==> src/rtl/darkquad_run_pkg.sv <==
// Shared definitions for the darkquad run sequencer: FSM state encoding and
// field positions within the software run control word.
package darkquad_run_pkg;

   typedef enum logic [2:0] {
      StIdle    = 3'd0,
      StWaitPps = 3'd1,
      StHoldoff = 3'd2,
      StRun     = 3'd3,
      StFlush   = 3'd4
   } run_state_e;

   localparam int unsigned RUN_BIT  = 0;
   localparam int unsigned PPS_BIT  = 1;
   localparam int unsigned HOLD_LSB = 16;
   localparam int unsigned HOLD_MSB = 31;

endpackage

==> src/rtl/darkquad_rise_det.sv <==
// Registered rising-edge detector: two flops in series, rise_o is high for
// the one cycle where the newer sample is 1 and the older sample is 0.
module darkquad_rise_det (
   input  logic clk_i,
   input  logic rst_ni,
   input  logic d_i,
   output logic rise_o
);

   logic p0_q;
   logic p1_q;

   // Sample the input twice so the edge is seen one cycle after it arrives.
   always_ff @(posedge clk_i) begin
      if (!rst_ni) begin
         p0_q <= 1'b0;
         p1_q <= 1'b0;
      end else begin
         p0_q <= d_i;
         p1_q <= p0_q;
      end
   end

   assign rise_o = p0_q & ~p1_q;

endmodule

==> src/rtl/darkquad_run_sequencer.sv <==
// Turns the level-based software run register into a sequenced run window
// with optional 1PPS alignment, holdoff, start/stop/timestamp-reset strobes,
// a post-stop flush, and run-time / run-count status.
module darkquad_run_sequencer
   import darkquad_run_pkg::*;
#(
   parameter int unsigned C_TIME_W       = 32,
   parameter int unsigned C_FLUSH_CYCLES = 256,
   parameter int unsigned C_PPS_TIMEOUT  = 300000000
) (
   input  logic                user_clk,
   input  logic                user_rst_n,
   input  logic [31:0]         run_reg_in,
   input  logic                pps_in,
   output logic                run_en,
   output logic                start_pulse,
   output logic                stop_pulse,
   output logic                ts_rst,
   output logic [C_TIME_W-1:0] run_time,
   output logic [15:0]         run_count,
   output logic [2:0]          state_out,
   output logic                err_pps_timeout
);

   localparam int unsigned TmoW   = (C_PPS_TIMEOUT > 1) ? $clog2(C_PPS_TIMEOUT) : 1;
   localparam int unsigned FlushW = (C_FLUSH_CYCLES > 1) ? $clog2(C_FLUSH_CYCLES) : 1;
   localparam logic [TmoW-1:0]   TmoLast   = TmoW'(C_PPS_TIMEOUT - 1);
   localparam logic [FlushW-1:0] FlushLast = FlushW'(C_FLUSH_CYCLES - 1);

   run_state_e          state_q;
   logic [31:0]         r_reg_q;
   logic                rearm_q;
   logic [15:0]         hold_cnt_q;
   logic [TmoW-1:0]     tmo_cnt_q;
   logic [FlushW-1:0]   flush_cnt_q;
   logic                run_en_q;
   logic                start_pulse_q;
   logic                stop_pulse_q;
   logic                ts_rst_q;
   logic [C_TIME_W-1:0] run_time_q;
   logic [C_TIME_W-1:0] run_time_d;
   logic [15:0]         run_count_q;
   logic                err_q;
   logic                pps_rise;
   logic                run_bit;
   logic                unused_reg_bits;

   darkquad_rise_det u_pps_rise (
      .clk_i  (user_clk),
      .rst_ni (user_rst_n),
      .d_i    (pps_in),
      .rise_o (pps_rise)
   );

   // Single register stage on the control word.
   always_ff @(posedge user_clk) begin
      if (!user_rst_n) begin
         r_reg_q <= '0;
      end else begin
         r_reg_q <= run_reg_in;
      end
   end

   assign run_bit         = r_reg_q[RUN_BIT];
   assign unused_reg_bits = ^r_reg_q[HOLD_LSB-1:PPS_BIT+1];

   // Saturating increment of the run timer.
   always_comb begin
      run_time_d = run_time_q;
      if (!(&run_time_q)) begin
         run_time_d = run_time_q + 1'b1;
      end
   end

   // Sequencer FSM with registered strobes, counters and status.
   always_ff @(posedge user_clk) begin
      if (!user_rst_n) begin
         state_q       <= StIdle;
         rearm_q       <= 1'b0;
         hold_cnt_q    <= '0;
         tmo_cnt_q     <= '0;
         flush_cnt_q   <= '0;
         run_en_q      <= 1'b0;
         start_pulse_q <= 1'b0;
         stop_pulse_q  <= 1'b0;
         ts_rst_q      <= 1'b0;
         run_time_q    <= '0;
         run_count_q   <= '0;
         err_q         <= 1'b0;
      end else begin
         start_pulse_q <= 1'b0;
         ts_rst_q      <= 1'b0;
         stop_pulse_q  <= 1'b0;
         unique case (state_q)
            StIdle: begin
               // Rearm only from IDLE, so RUN held across FLUSH cannot restart.
               if (!run_bit) begin
                  rearm_q <= 1'b1;
               end else if (rearm_q) begin
                  rearm_q    <= 1'b0;
                  hold_cnt_q <= r_reg_q[HOLD_MSB:HOLD_LSB];
                  tmo_cnt_q  <= '0;
                  err_q      <= 1'b0;
                  state_q    <= r_reg_q[PPS_BIT] ? StWaitPps : StHoldoff;
               end
            end
            StWaitPps: begin
               if (!run_bit) begin
                  state_q <= StIdle;
               end else if (pps_rise) begin
                  state_q <= StHoldoff;
               end else if (tmo_cnt_q == TmoLast) begin
                  err_q   <= 1'b1;
                  state_q <= StIdle;
               end else begin
                  tmo_cnt_q <= tmo_cnt_q + 1'b1;
               end
            end
            StHoldoff: begin
               if (!run_bit) begin
                  state_q <= StIdle;
               end else if (hold_cnt_q == 16'd0) begin
                  state_q       <= StRun;
                  run_en_q      <= 1'b1;
                  start_pulse_q <= 1'b1;
                  ts_rst_q      <= 1'b1;
                  run_time_q    <= '0;
                  run_count_q   <= run_count_q + 16'd1;
               end else begin
                  hold_cnt_q <= hold_cnt_q - 16'd1;
               end
            end
            StRun: begin
               if (!run_bit) begin
                  state_q      <= StFlush;
                  run_en_q     <= 1'b0;
                  stop_pulse_q <= 1'b1;
                  flush_cnt_q  <= FlushLast;
               end else begin
                  run_time_q <= run_time_d;
               end
            end
            StFlush: begin
               if (flush_cnt_q == '0) begin
                  state_q <= StIdle;
               end else begin
                  flush_cnt_q <= flush_cnt_q - 1'b1;
               end
            end
            default: state_q <= StIdle;
         endcase
      end
   end

   assign run_en          = run_en_q;
   assign start_pulse     = start_pulse_q;
   assign stop_pulse      = stop_pulse_q;
   assign ts_rst          = ts_rst_q;
   assign run_time        = run_time_q;
   assign run_count       = run_count_q;
   assign state_out       = state_q;
   assign err_pps_timeout = err_q;

endmodule
==> config.mk <==
export PLATFORM = sky130hd
export DESIGN_NAME = darkquad_run_sequencer
export DESIGN_NICKNAME = d
export VERILOG_FILES = /design/src/rtl/darkquad_run_pkg.sv /design/src/rtl/darkquad_rise_det.sv /design/src/rtl/darkquad_run_sequencer.sv
export SDC_FILE = /design/constraint.sdc
export NUM_CORES = 1
export LEC_CHECK = 0
export BUFFER_PORTS_ARGS = -buffer_cell sky130_fd_sc_hd__buf_4
export CORE_UTILIZATION = 40
export DETAILED_ROUTE_END_ITERATION = 10
export SLEW_MARGIN = 20
export SYNTH_ARGS = -nofsm -noshare
export SYNTH_HDL_FRONTEND = slang
export SYNTH_HIERARCHICAL = 1
export SYNTH_SLANG_ARGS = --single-unit
==> constraint.sdc <==
create_clock -name user_clk -period 4.2 [get_ports user_clk]
set_input_delay 0.84 -clock user_clk [delete_from_list [all_inputs] [get_ports user_clk]]
set_output_delay 0.84 -clock user_clk [all_outputs]
set_load 0.02 [all_outputs]
# Word-level counts from Yosys, hierarchy flattened
# Cells that the tools add are included.
dict set report word_totals {
  ff_bits 143
  in_bits 35
  out_inout_bits 56
  elab_cells 102
}
dict set report classes {
  add_sub_neg 5
  eq_ne 21
  muxes 42
  bitwise_logic 2
  reduce_logical 18
}
# op n
set ops {}
lappend ops {{$mux W29} 5}
lappend ops {{$mux W32} 4}
lappend ops {{$mux W16} 4}
lappend ops {{$pmux W32 S2} 1}
lappend ops {{$pmux W29 S2} 1}
lappend ops {{$add A32 B1 Y32 const B} 1}
lappend ops {{$pmux W16 S2} 1}
lappend ops {{$reduce_and A32 Y1} 1}
lappend ops {{$add A29 B1 Y29 const B} 1}
lappend ops {{$eq A29 B29 Y1 const B} 1}
lappend ops {{$ne A2 B2 Y1 const B} 14}
lappend ops {{$mux W3} 9}
lappend ops {{$reduce_and A6 Y1} 3}
lappend ops {{$add A16 B1 Y16 const B} 1}
lappend ops {{$logic_not A16 Y1} 1}
lappend ops {{$mux W8} 2}
lappend ops {{$pmux W8 S2} 1}
lappend ops {{$sub A16 B1 Y16 const B} 1}
lappend ops {{$pmux W3 S5} 1}
lappend ops {{$mux W1} 10}
lappend ops {{$reduce_and A5 Y1} 2}
lappend ops {{$reduce_and A3 Y1} 3}
lappend ops {{$logic_not A8 Y1} 1}
lappend ops {{$reduce_bool A2 Y1} 4}
lappend ops {{other kinds (13)} 15}

# Depth between registers and ports, before layout
# Gate-level depths: netlist of run 1.
dict set report logic_depth {
  ltp_word 5
  ltp_mapped 9
  mapped_depth_nobuf 7
}

# Cells and area by module
# Netlist of run 1, hierarchy kept.
# module instances cells_per_inst area_each_um2 seq_area_each_um2
set by_module_without_submodules {}
lappend by_module_without_submodules {darkquad_run_sequencer 1 810 6616.3 2542.4}
lappend by_module_without_submodules {darkquad_rise_det 1 5 66.3 40.0}

# Least setup slack after synthesis of run 1
# OpenSTA, ideal clock, no wires.
dict set report synth_timing {
  kind {register to register}
  from {register run_time_q[0] (netlist: run_time[0])}
  to {register run_time_q[13] (netlist: run_time[13])}
  setup_ns 0.060
  t_arrival_ns 2.430
  t_required_ns 4.140
  setup_slack_ns 1.709
  path_stages_with_launch 9
  path_buffers 2
  synth_period_minus_slack_ns 2.491
  path_cell_list {dfxtp_1 -> ha_1 -> nand3_2 -> or4_4 -> buf_6 -> nor4_4 -> or2_1 -> buf_6 -> o221a_1}
}
dict set report synth_between {
  elab_chain_len 4
  elab_cells_between_ends 7
  cone_classes {add/sub (1); eq/ne (1); mux (3); reduce/logical (2)}
}
# element line_no
set synth_lines {}
lappend synth_lines {{start, declared} darkquad_run_sequencer.sv:40} ;# logic [C_TIME_W-1:0] run_time_q;
lappend synth_lines {{start signal, assigned} darkquad_run_sequencer.sv:140} ;# run_time_q <= run_time_d;
lappend synth_lines {{$add A32 B1 Y32} darkquad_run_sequencer.sv:71} ;# run_time_d = run_time_q + 1'b1;
lappend synth_lines {{$mux W32} darkquad_run_sequencer.sv:70} ;# if (!(&run_time_q)) begin
lappend synth_lines {{$mux W32} darkquad_run_sequencer.sv:134} ;# if (!run_bit) begin
lappend synth_lines {{$pmux W32 S2} darkquad_run_sequencer.sv:94} ;# unique case (state_q)
# Several ways; a longest one is shown, not always the timed one. The select of a mux whose other input is x is not followed.
# A chain may end at the register's enable or synchronous reset.

# Worst setup path in the final report of run 1
dict set report layout_timing {
  from {register r_reg_q[0]}
  to {register tmo_cnt_q[28]}
}
dict set report layout_between {
  elab_chain_len 2
  elab_cells_between_ends 3
  cone_classes {eq/ne (2); reduce/logical (1)}
}
# element line_no
set layout_lines {}
lappend layout_lines {{start, declared} darkquad_run_sequencer.sv:31} ;# logic [31:0] r_reg_q;
lappend layout_lines {{start signal, assigned} darkquad_run_sequencer.sv:60} ;# r_reg_q <= run_reg_in;
lappend layout_lines {{$ne A2 B2 Y1 (no source line)} -}
lappend layout_lines {{$reduce_and A6 Y1 (no source line) *} -}
lappend layout_lines {{end signal, assigned} darkquad_run_sequencer.sv:116} ;# tmo_cnt_q <= tmo_cnt_q + 1'b1;
lappend layout_lines {{end, declared} darkquad_run_sequencer.sv:34} ;# logic [TmoW-1:0] tmo_cnt_q;
# Every way passes the cells marked *; elsewhere a longest branch is shown, timed or not.

==> run metrics, run 1 <==
total number of vias=6423; FF-to-FF End=tmo_cnt_q[28]$_SDFFE_PN0P_; GRT Total Usage=0.210; Remaining DRCs=0; max cap viols=0; Layout Nets=915; slew margin rel.=0.334; min cycle time layout=2.86 ns; core area=16100 um2; clk_skew=0.0126 ns; CP startpoint=r_reg_q[0]$_SDFF_PN0_; outcome=complete, no violations; layout cells sized above 1=0.155; Post-Synth XOR/XNOR Area=0.0223; Seq/Total Area, Yosys=0.386; largest net degree at the start of global routing=66; CP Class=reg2reg; CTS Buf Count=17; area share of the largest cell type after synthesis=0.386; CP Data Arrival Time=3.21 ns; slew of the pin with the lowest slew margin=0.993 ns; power density cells=433 nW/um2; final setup fails=0; Syn Inst Count=815; final hold vios=0; Tcrit/Tclk final=0.681; leakage power=0.00296 uW; Main synth FF type=dfxtp_1; DIE WIDTH=131 um; RR Startpoint=r_reg_q[0]$_SDFF_PN0_; number of synthesized flops with an enable pin=0; clk_lat worst skew=0.42 ns; number of gates resized after cts=0; first drt pass iteration count=5; Worst Hold Class=reg2reg; Clk pin slew, worst setup/hold paths=0.05 ns; first-pass GRT wire length=29900 um; vias in the first global route=6083; reg-to-reg slack, setup=1.34 ns; post-layout util=0.499; CTS tree=yes; Slew Viols, Final=0; syn avg cell area=8.20 um2; Routed WL=17900 um; Worst Setup End Kind=flop; CTS sink count=129; Syn Nets=856; maximum vdd drop=0.302 mV; adder-cell share of the synthesized area=0.0112; Compound-Gate Fraction of Synth Area=0.211; CP max FO=14; Area contributors post-synth=dfxtp_1 (39%), a21oi_1 (4.2%), nand4_1 (3.8%), nand2_1 (3.8%), o21ai_0 (3.1%); most frequent cells in the layout=dfxtp_1 (129), buf_4 (88), nand2_1 (68); distinct cell type count after synthesis=71; diode count=0; port bufs=76; Hold-fix buffers, CTS=0; TNS Setup=0 ns; area leader, netlist=dfxtp_1; Routed Antenna Nets=0; Critical Path RT=4.55 ns; Worst Reg2Reg Path Length in Cells=5; area added between synthesis and finish=20.3%; FF+latch count, synth=129; Highest Clock Rate=0.350 GHz; Setup Fix Bufs, Post-CTS=0; YS warnings=6; cell row count=46; Layout fillers=1555; Worst Setup EP=tmo_cnt_q[28]$_SDFFE_PN0P_; largest family of logic cells by synthesized area=simple AND/OR/NAND/NOR gates; H-tree depth=4; CTS Root Cell=clkbuf_16; post-synthesis mux area share=0.0105; RSZ-0062 raised after global routing=no; proportion of synthesized flip-flops having asynchronous set or reset=0; Post-Synth Simple-Gate Area=0.308; Clock Tree Buf Depth=2; gr ovfl total=0; IO Pins=91; Initial Utilization=0.415; Startpoint Class=flop; Die Y=131 um; DR vias/cell=5.83; Syn Std Cell Area=6680 um2; commonest non-fill, non-tap cell in the layout=dfxtp_1; antenna violations before repair=0; placer congestion estimate=0.863; Iter 0 DRT Violations=454; Die Footprint=17200 um2; wire per inst=16.3 um; Detail Placement HPWL=12100 um
-- final cells by class --
class / count / area (um2) / share of cell area
inverter: 26 / 97.6 / 0.0121
clock buffer: 20 / 447 / 0.0556
timing repair buffer: 88 / 661 / 0.0822
multi-input combinational: 612 / 3790 / 0.472
sequential: 129 / 2580 / 0.321
clock inverter: 11 / 186 / 0.0232
tap: 216 / 270 / 0.0336
-- Yosys cell counts (all sizes together) (2+ instances only) --
cell type,instances
xnor2,9
o211ai,11
o311ai,2
dfxtp,129
nor3,27
a21o,6
nand3b,2
nor2,50
nor4b,4
or4,9
or3b,2
o31ai,13
and4,12
o221a,3
o21a,12
o32ai,4
or3,28
inv,26
a211o,3
nor3b,2
a41oi,8
nor4,17
clkbuf,37
o21ai,49
a211oi,7
nand2,68
o22ai,4
o41ai,2
nand2b,12
a21oi,56
nor2b,5
mux2i,7
xor2,8
and2,30
nand3,32
ha,6
and3,21
buf,11
nand4,41
a31oi,24
-- worst min-delay path by stage --
stage,start,endpoint,slack [ns],depth (start not counted)
floorplan,u_pps_rise/p0_q$_SDFF_PN0_,u_pps_rise/p1_q$_SDFF_PN0_,0.43,1
global placement,u_pps_rise/p0_q$_SDFF_PN0_,u_pps_rise/p1_q$_SDFF_PN0_,0.46,1
detailed placement,u_pps_rise/p0_q$_SDFF_PN0_,u_pps_rise/p1_q$_SDFF_PN0_,0.45,1
CTS,u_pps_rise/p0_q$_SDFF_PN0_,u_pps_rise/p1_q$_SDFF_PN0_,0.47,1
global route,tmo_cnt_q[6]$_SDFFE_PN0P_,tmo_cnt_q[6]$_SDFFE_PN0P_,0.52,2
finish,u_pps_rise/p0_q$_SDFF_PN0_,u_pps_rise/p1_q$_SDFF_PN0_,0.48,1
-- power by group --
part	internal (uW)	switching, uW	total, uW
clock network	1060	544	1610
registers	1260	66.0	1330
logic	194	351	545
-- through the flow --
stage	setup WS [ns]	power [uW]	cell area, um2	instances	hold slack [ns]
after global routing	1.11	3630	8040	1102	0.516
after detailed placement	1.35	1890	7390	1071	0.451
after floorplan	1.71	1770	6680	815	0.431
after global placement	1.43	1880	7390	1071	0.457
final	1.34	3480	8040	1102	0.476
after CTS	1.36	3500	8030	1102	0.473
-- registers in the layout, summed over array words and instances, names as in the netlist --
name             cells
err_pps_timeout      1
flush_cnt_q          8
hold_cnt_q          16
r_reg_q             18
rearm_q              1
run_count           16
run_en               1
run_time            32
state_out            3
stop_pulse           1
tmo_cnt_q           29
ts_rst               1
u_pps_rise/p0_q      1
u_pps_rise/p1_q      1
-- worst max-delay path: stages, from the launching register on --
cell and delay [ns]:
dfxtp_1 0.62, or3b_2 0.51, a21oi_1 0.64, nand4_1 0.41, or3_1 0.45, a21oi_1 0.15
-- cell families after synthesis --
logic type,Yosys count
XOR/XNOR,17
flip-flops,129
adder cells (fa/ha/maj),6
buffers and inverters,74
multiplexers,7
AND/OR/NAND/NOR,367
AO/OA/AOI/OAI,215
-- per-layer routing --
metal  wire, um  track usage  vias up
met4        199       0.0711        0
met5          0            0        -
met1       8160        0.265     3090
li1           -            -     3173
met2       8750        0.350      147
met3        828       0.0490       13
No activity file was read; power rests on OpenSTA's default activity.
==> run 2, diff against run 1 <==
Settings changed: ABC_AREA from default to 1.
Clock period 4.2 ns to 2.6 ns, I/O delays scaled along.
==> run metrics, run 2 <==
outcome=complete, no violations (unchanged); CTS Buf Count=17 (unchanged); Final Cell Area=9180 um2 (was 8040 um2); CTS tree=yes (unchanged); Die Y=141 um (was 131 um); area leader, netlist=dfxtp_1 (unchanged); wire per inst=12.0 um (was 16.3 um); CTS sink count=129 (unchanged); min cycle time layout=2.33 ns (was 2.86 ns); first-pass GRT wire length=33600 um (was 29900 um); Iter 0 DRT Violations=391 (was 454); post-layout util=0.487 (was 0.499); clk_skew=0.0147 ns (was 0.0126 ns); worst path buffer plus inverter count=3 (was 0); register area=2580 um2 (unchanged); family with the most delay on the worst path=simple AND/OR/NAND/NOR gates (unchanged); Clock Tree Buf Depth=2 (unchanged); CP Class=reg2reg (unchanged); placed inst area=8660 um2 (was 7390 um2); final hold vios=0 (unchanged); total number of vias=7817 (was 6423); Detail Placement HPWL=14700 um (was 12100 um); WHS Path Cells=3 (was 1); placer congestion estimate=0.898 (was 0.863); vias in the first global route=7055 (was 6083); Worst Hold Class=in2reg (was reg2reg); CTS Root Cell=clkbuf_16 (unchanged); commonest non-fill, non-tap cell in the layout=nand2_1 (was dfxtp_1); Remaining DRCs=0 (unchanged); most frequent cells after synthesis=nand2_1 (411), nor2_1 (234), inv_1 (141) (was dfxtp_1 (129), nand2_1 (68), a21oi_1 (56)); Die Footprint=20000 um2 (was 17200 um2); crit-path cells=inv_2, nor3_2, buf_4, inv_2, nor2_2, nand3_1, nor2_1, nand3_1, nand2_1, nor2_1 (was or3b_2, a21oi_1, nand4_1, or3_1, a21oi_1); Setup Fix Bufs, Post-CTS=0 (unchanged); most frequent cells in the layout=nand2_1 (411), nor2_1 (234), inv_1 (141) (was dfxtp_1 (129), buf_4 (88), nand2_1 (68)); Critical Path RT=2.91 ns (was 4.55 ns); gr ovfl total=0 (unchanged); area share of the largest cell type after synthesis=0.333 (was 0.386); TNS Setup=0 ns (unchanged); Layout fillers=2064 (was 1555); Worst Setup End Kind=flop (unchanged); cell row count=50 (was 46); GRT Total Usage=0.208 (was 0.210); syn avg cell area=6.01 um2 (was 8.20 um2); proportion of synthesized flip-flops having asynchronous set or reset=0 (unchanged); antenna violations before repair=0 (unchanged); multi-input logic area=4400 um2 (was 3790 um2); core area=18800 um2 (was 16100 um2); leakage power=0.00387 uW (was 0.00296 uW); slew of the pin with the lowest slew margin=0.590 ns (was 0.993 ns); Routed Antenna Nets=0 (unchanged); crit-path max cell delay=0.42 ns (was 0.64 ns); Seq/Total Area, Yosys=0.333 (was 0.386); Tcrit/Tclk final=0.897 (was 0.681); Power Total=7220 uW (was 3480 uW); IO Pins=91 (unchanged); DR vias/cell=4.75 (was 5.83); count leader, synth=nand2_1 (was dfxtp_1); Layout Nets=1418 (was 915); Main synth FF type=dfxtp_1 (unchanged); Final Non-Filler Cells=1647 (was 1102); Slew Viols, Final=0 (unchanged); Area contributors post-synth=dfxtp_1 (33%), nand2_1 (20%), nor2_1 (11%), inv_1 (6.8%), nand3_1 (5.4%) (was dfxtp_1 (39%), a21oi_1 (4.2%), nand4_1 (3.8%), nand2_1 (3.8%), o21ai_0 (3.1%)); H-tree depth=4 (unchanged); distinct cell type count after synthesis=43 (was 71); max cap viols=0 (unchanged); area added between synthesis and finish=18.3% (was 20.3%); layout cells sized above 1=0.133 (was 0.155); final setup fails=0 (unchanged); Initial Utilization=0.412 (was 0.415); Syn Std Cell Area=7760 um2 (was 6680 um2); port bufs=76 (unchanged); CP Data Arrival Time=2.64 ns (was 3.21 ns); placed insts=1618 (was 1071); diode count=0 (unchanged); power density cells=786 nW/um2 (was 433 nW/um2); DIE WIDTH=141 um (was 131 um); clk_lat worst skew=0.42 ns (about the same); CP max FO=19 (was 14); slowest CP cell=dfxtp_1 (was a21oi_1); first drt pass iteration count=5 (unchanged); Highest Clock Rate=0.429 GHz (was 0.350 GHz); maximum vdd drop=0.522 mV (was 0.302 mV); largest net degree at the start of global routing=41 (was 66); Syn Nets=1332 (was 856); slew margin rel.=0.606 (was 0.334); max reg flops=32 (unchanged); YS warnings=6 (unchanged); number of synthesized flops with an enable pin=0 (unchanged); RSZ-0062 raised after global routing=no (unchanged); Worst Reg2Reg Path Length in Cells=10 (was 5); Worst path depth=10 (was 5); Clk pin slew, worst setup/hold paths=0.06 ns (was 0.05 ns); Syn Inst Count=1291 (was 815); Startpoint Class=flop (unchanged); FF+latch count, synth=129 (unchanged); Routed WL=19800 um (was 17900 um)
[run 2: changes by cell type after synthesis, sizes merged, moves of 28 or more]
cell   change
and2      -29
nand3     +57
nand2    +352
nor2     +198
or3       -28
inv      +127
[run 2: final timing paths]
kind	startpoint	end	slack, ns
worst max-delay path	state_out[1]$_SDFFE_PN0P_	run_count[6]$_SDFFE_PN0P_	0.27
worst min-delay path	run_reg_in[27]	r_reg_q[27]$_SDFF_PN0_	0.28
worst max register to register	state_out[1]$_SDFFE_PN0P_	run_count[6]$_SDFFE_PN0P_	0.27
worst min register to register	u_pps_rise/p0_q$_SDFF_PN0_	u_pps_rise/p1_q$_SDFF_PN0_	0.43
[run 2: area by class of cell]
class | instances | share of cell area
Timing Repair Buffer | 104 | 0.0851
Clock inverter | 9 | 0.00709
Multi-Input combinational cell | 970 | 0.479
Clock buffer | 20 | 0.0487
Inverter | 155 | 0.0634
Sequential cell | 129 | 0.281
Tap cell | 260 | 0.0354
[run 2: cell families after synthesis]
group	count (synthesis)	synth area share
multiplexers	1	0.00129
AND/OR/NAND/NOR	800	0.429
XOR/XNOR	25	0.0282
AO/OA/AOI/OAI	138	0.0977
adder cells (fa/ha/maj)	6	0.00968
buffers and inverters	192	0.101
flip-flops	129	0.333
[run 2: repair_timing]
item                       in CTS  in global routing
gates resized for setup         0                  1
setup endpoints to repair       0                 10
hold buffers                    0                  0
[run 2: through the flow]
step                      hold slack, ns  worst slack (ns)
after global placement             0.421             0.167
after floorplan                    0.407             0.735
after CTS                          0.268             0.138
after global routing               0.276            0.0459
after detailed placement           0.421             0.134
final                              0.284             0.268
[run 2: metal layers]
metal	vias up	track usage	wire length (um)
li1	4195	-	-
met1	3473	0.262	9460
met2	137	0.360	9430
met3	12	0.0425	722
met4	0	0.0515	175
met5	-	0	0
[run 2: tightest hold or removal path, cell delays in order]
cell     delay (ns)
buf_4          0.07
nand2_1        0.04
inv_1          0.04
[run 2: where the power goes]
group / switching (uW) / leakage, uW / internal (uW)
logic: 1610 / 0.00259 / 1000
registers: 270 / 0.00105 / 2220
clock network: 890 / 0.000236 / 1220
==> run 3, diff against run 2 <==
Settings changed: CTS_BUF_LIST from default to sky130_fd_sc_hd__clkbuf_8 sky130_fd_sc_hd__clkbuf_16.
==> run metrics, run 3 (synthesis results as in run 2) <==
outcome=complete, no violations (unchanged); core area=18800 um2 (unchanged); clk_skew=0.0119 ns (was 0.0147 ns); leakage power=0.00388 uW (was 0.00387 uW); CP startpoint=state_out[1]$_SDFFE_PN0P_ (unchanged); crit-path max cell delay=0.42 ns (about the same); clk_lat worst skew=0.42 ns (about the same); antenna violations before repair=0 (unchanged); Clock Tree Buf Depth=2 (unchanged); placer congestion estimate=0.898 (unchanged); max cap viols=0 (unchanged); slew margin rel.=0.602 (was 0.606); port bufs=76 (unchanged); slew of the pin with the lowest slew margin=0.596 ns (was 0.590 ns); Routed WL=19700 um (was 19800 um); reg-to-reg slack, setup=0.26 ns (was 0.27 ns); CTS Root Cell=clkbuf_16 (unchanged); Tcrit/Tclk final=0.898 (was 0.897); post-layout util=0.487 (unchanged); GRT Total Usage=0.208 (unchanged); Worst Reg2Reg Path Length in Cells=10 (unchanged); max reg flops=32 (unchanged); Detail Placement HPWL=14700 um (unchanged); switching share of total power=0.384 (about the same); min cycle time layout=2.34 ns (was 2.33 ns); Die Footprint=20000 um2 (unchanged); Iter 0 DRT Violations=370 (was 391); layout cells sized above 1=0.133 (unchanged); Pint=4440 uW (about the same); maximum vdd drop=0.526 mV (was 0.522 mV); placed insts=1618 (unchanged); Initial Utilization=0.412 (unchanged); Startpoint Class=flop (unchanged); power density cells=785 nW/um2 (was 786 nW/um2); Worst Hold Class=in2reg (unchanged); slowest CP cell=dfxtp_1 (unchanged); CP Class=reg2reg (unchanged); TNS Setup=0 ns (unchanged); wire per inst=12.0 um (about the same); sequential group share of total power=0.345 (about the same); diode count=0 (unchanged); Die Y=141 um (unchanged); gr ovfl total=0 (unchanged); largest net degree at the start of global routing=41 (unchanged); Net Switching=2770 uW (about the same); Remaining DRCs=0 (unchanged); RR Startpoint=state_out[1]$_SDFFE_PN0P_ (unchanged); DR vias/cell=4.74 (was 4.75); CP Data Arrival Time=2.64 ns (about the same); CP max FO=19 (unchanged); Clock power frac=0.292 (was 0.293); Final Non-Filler Cells=1647 (unchanged); final hold vios=0 (unchanged); Setup Fix Bufs, Post-CTS=0 (unchanged); Worst Setup End Kind=flop (unchanged); IO Pins=91 (unchanged); DIE WIDTH=141 um (unchanged); CTS Buf Count=17 (unchanged); CTS tree=yes (unchanged); Layout Nets=1418 (unchanged); Slew Viols, Final=0 (unchanged); commonest non-fill, non-tap cell in the layout=nand2_1 (unchanged); Worst Setup EP=run_count[6]$_SDFFE_PN0P_ (unchanged); H-tree depth=4 (unchanged); cell row count=50 (unchanged); first drt pass iteration count=5 (unchanged); Highest Clock Rate=0.428 GHz (was 0.429 GHz); Critical Path RT=2.91 ns (about the same); total number of vias=7815 (was 7817); FF-to-FF End=run_count[6]$_SDFFE_PN0P_ (unchanged); most frequent cells in the layout=nand2_1 (411), nor2_1 (234), inv_1 (143) (was nand2_1 (411), nor2_1 (234), inv_1 (141)); vias in the first global route=7061 (was 7055); CTS sink count=129 (unchanged); Clk pin slew, worst setup/hold paths=0.06 ns (about the same); Gate power share=0.363 (was 0.362); area added between synthesis and finish=18.3% (unchanged); Routed Antenna Nets=0 (unchanged); crit-path cells=inv_2, nor3_2, buf_4, inv_2, nor2_2, nand3_1, nor2_1, nand3_1, nand2_1, nor2_1 (unchanged); RSZ-0062 raised after global routing=no (unchanged); first-pass GRT wire length=33600 um (about the same); final setup fails=0 (unchanged)
-- run 3: worst min path at each step --
stage,from,endpoint,slack [ns],cells past startpoint
after floorplan,u_pps_rise/p0_q$_SDFF_PN0_,u_pps_rise/p1_q$_SDFF_PN0_,0.41,2
after global placement,u_pps_rise/p0_q$_SDFF_PN0_,u_pps_rise/p1_q$_SDFF_PN0_,0.42,2
after detailed placement,u_pps_rise/p0_q$_SDFF_PN0_,u_pps_rise/p1_q$_SDFF_PN0_,0.42,2
after CTS,run_reg_in[30],r_reg_q[30]$_SDFF_PN0_,0.27,3
after global routing,run_reg_in[1],r_reg_q[1]$_SDFF_PN0_,0.28,3
final,run_reg_in[27],r_reg_q[27]$_SDFF_PN0_,0.28,3
-- run 3: stage by stage --
step	instance area (um2)	hold WS [ns]	power [uW]	setup slack [ns]
floorplan	7760	0.407	4420	0.735
CTS	9170	0.268	7290	0.139
detailed placement	8660	0.421	5140	0.134
finish	9180	0.282	7210	0.264
global route	9180	0.276	7760	0.0459
global placement	8660	0.421	5110	0.167
-- run 3: power by group through the flow --
stage	Clock (uW)	Combinational, uW	Sequential, uW
global route	2240	2990	2530
detailed placement	0	2620	2530
floorplan	0	1860	2560
global placement	0	2590	2520
CTS	2170	2640	2480
finish	2100	2610	2490
-- run 3: layout make-up --
cell class / count / area (um2)
Fill cell: 2064 / 9650
Multi-Input combinational cell: 970 / 4400
Sequential cell: 129 / 2580
Timing Repair Buffer: 104 / 781
Inverter: 155 / 582
Clock buffer: 18 / 439
Tap cell: 260 / 325
Clock inverter: 11 / 72.6
-- run 3: layer usage --
| layer | up-vias | part of all wire | track usage |
|---|---|---|---|
| met2 | 135 | 0.48 | 0.361 |
| met3 | 21 | 0.038 | 0.0425 |
| met1 | 3463 | 0.47 | 0.261 |
| met5 | - | 0 | 0 |
| li1 | 4196 | - | - |
| met4 | 0 | 0.012 | 0.0515 |
-- run 3: worst max-delay path: cells and delay by family (launching register included) --
| kind | cells | cell delay [ns] |
|---|---|---|
| AND/OR/NAND/NOR | 7 | 1.32 |
| flip-flops | 1 | 0.42 |
| buffers and inverters | 3 | 0.49 |
-- run 3: repair_timing --
item,in CTS,in global routing
endpoints found under the hold margin,0,0
hold buffers,0,0
gates resized for setup,0,1
setup endpoints to repair,0,10
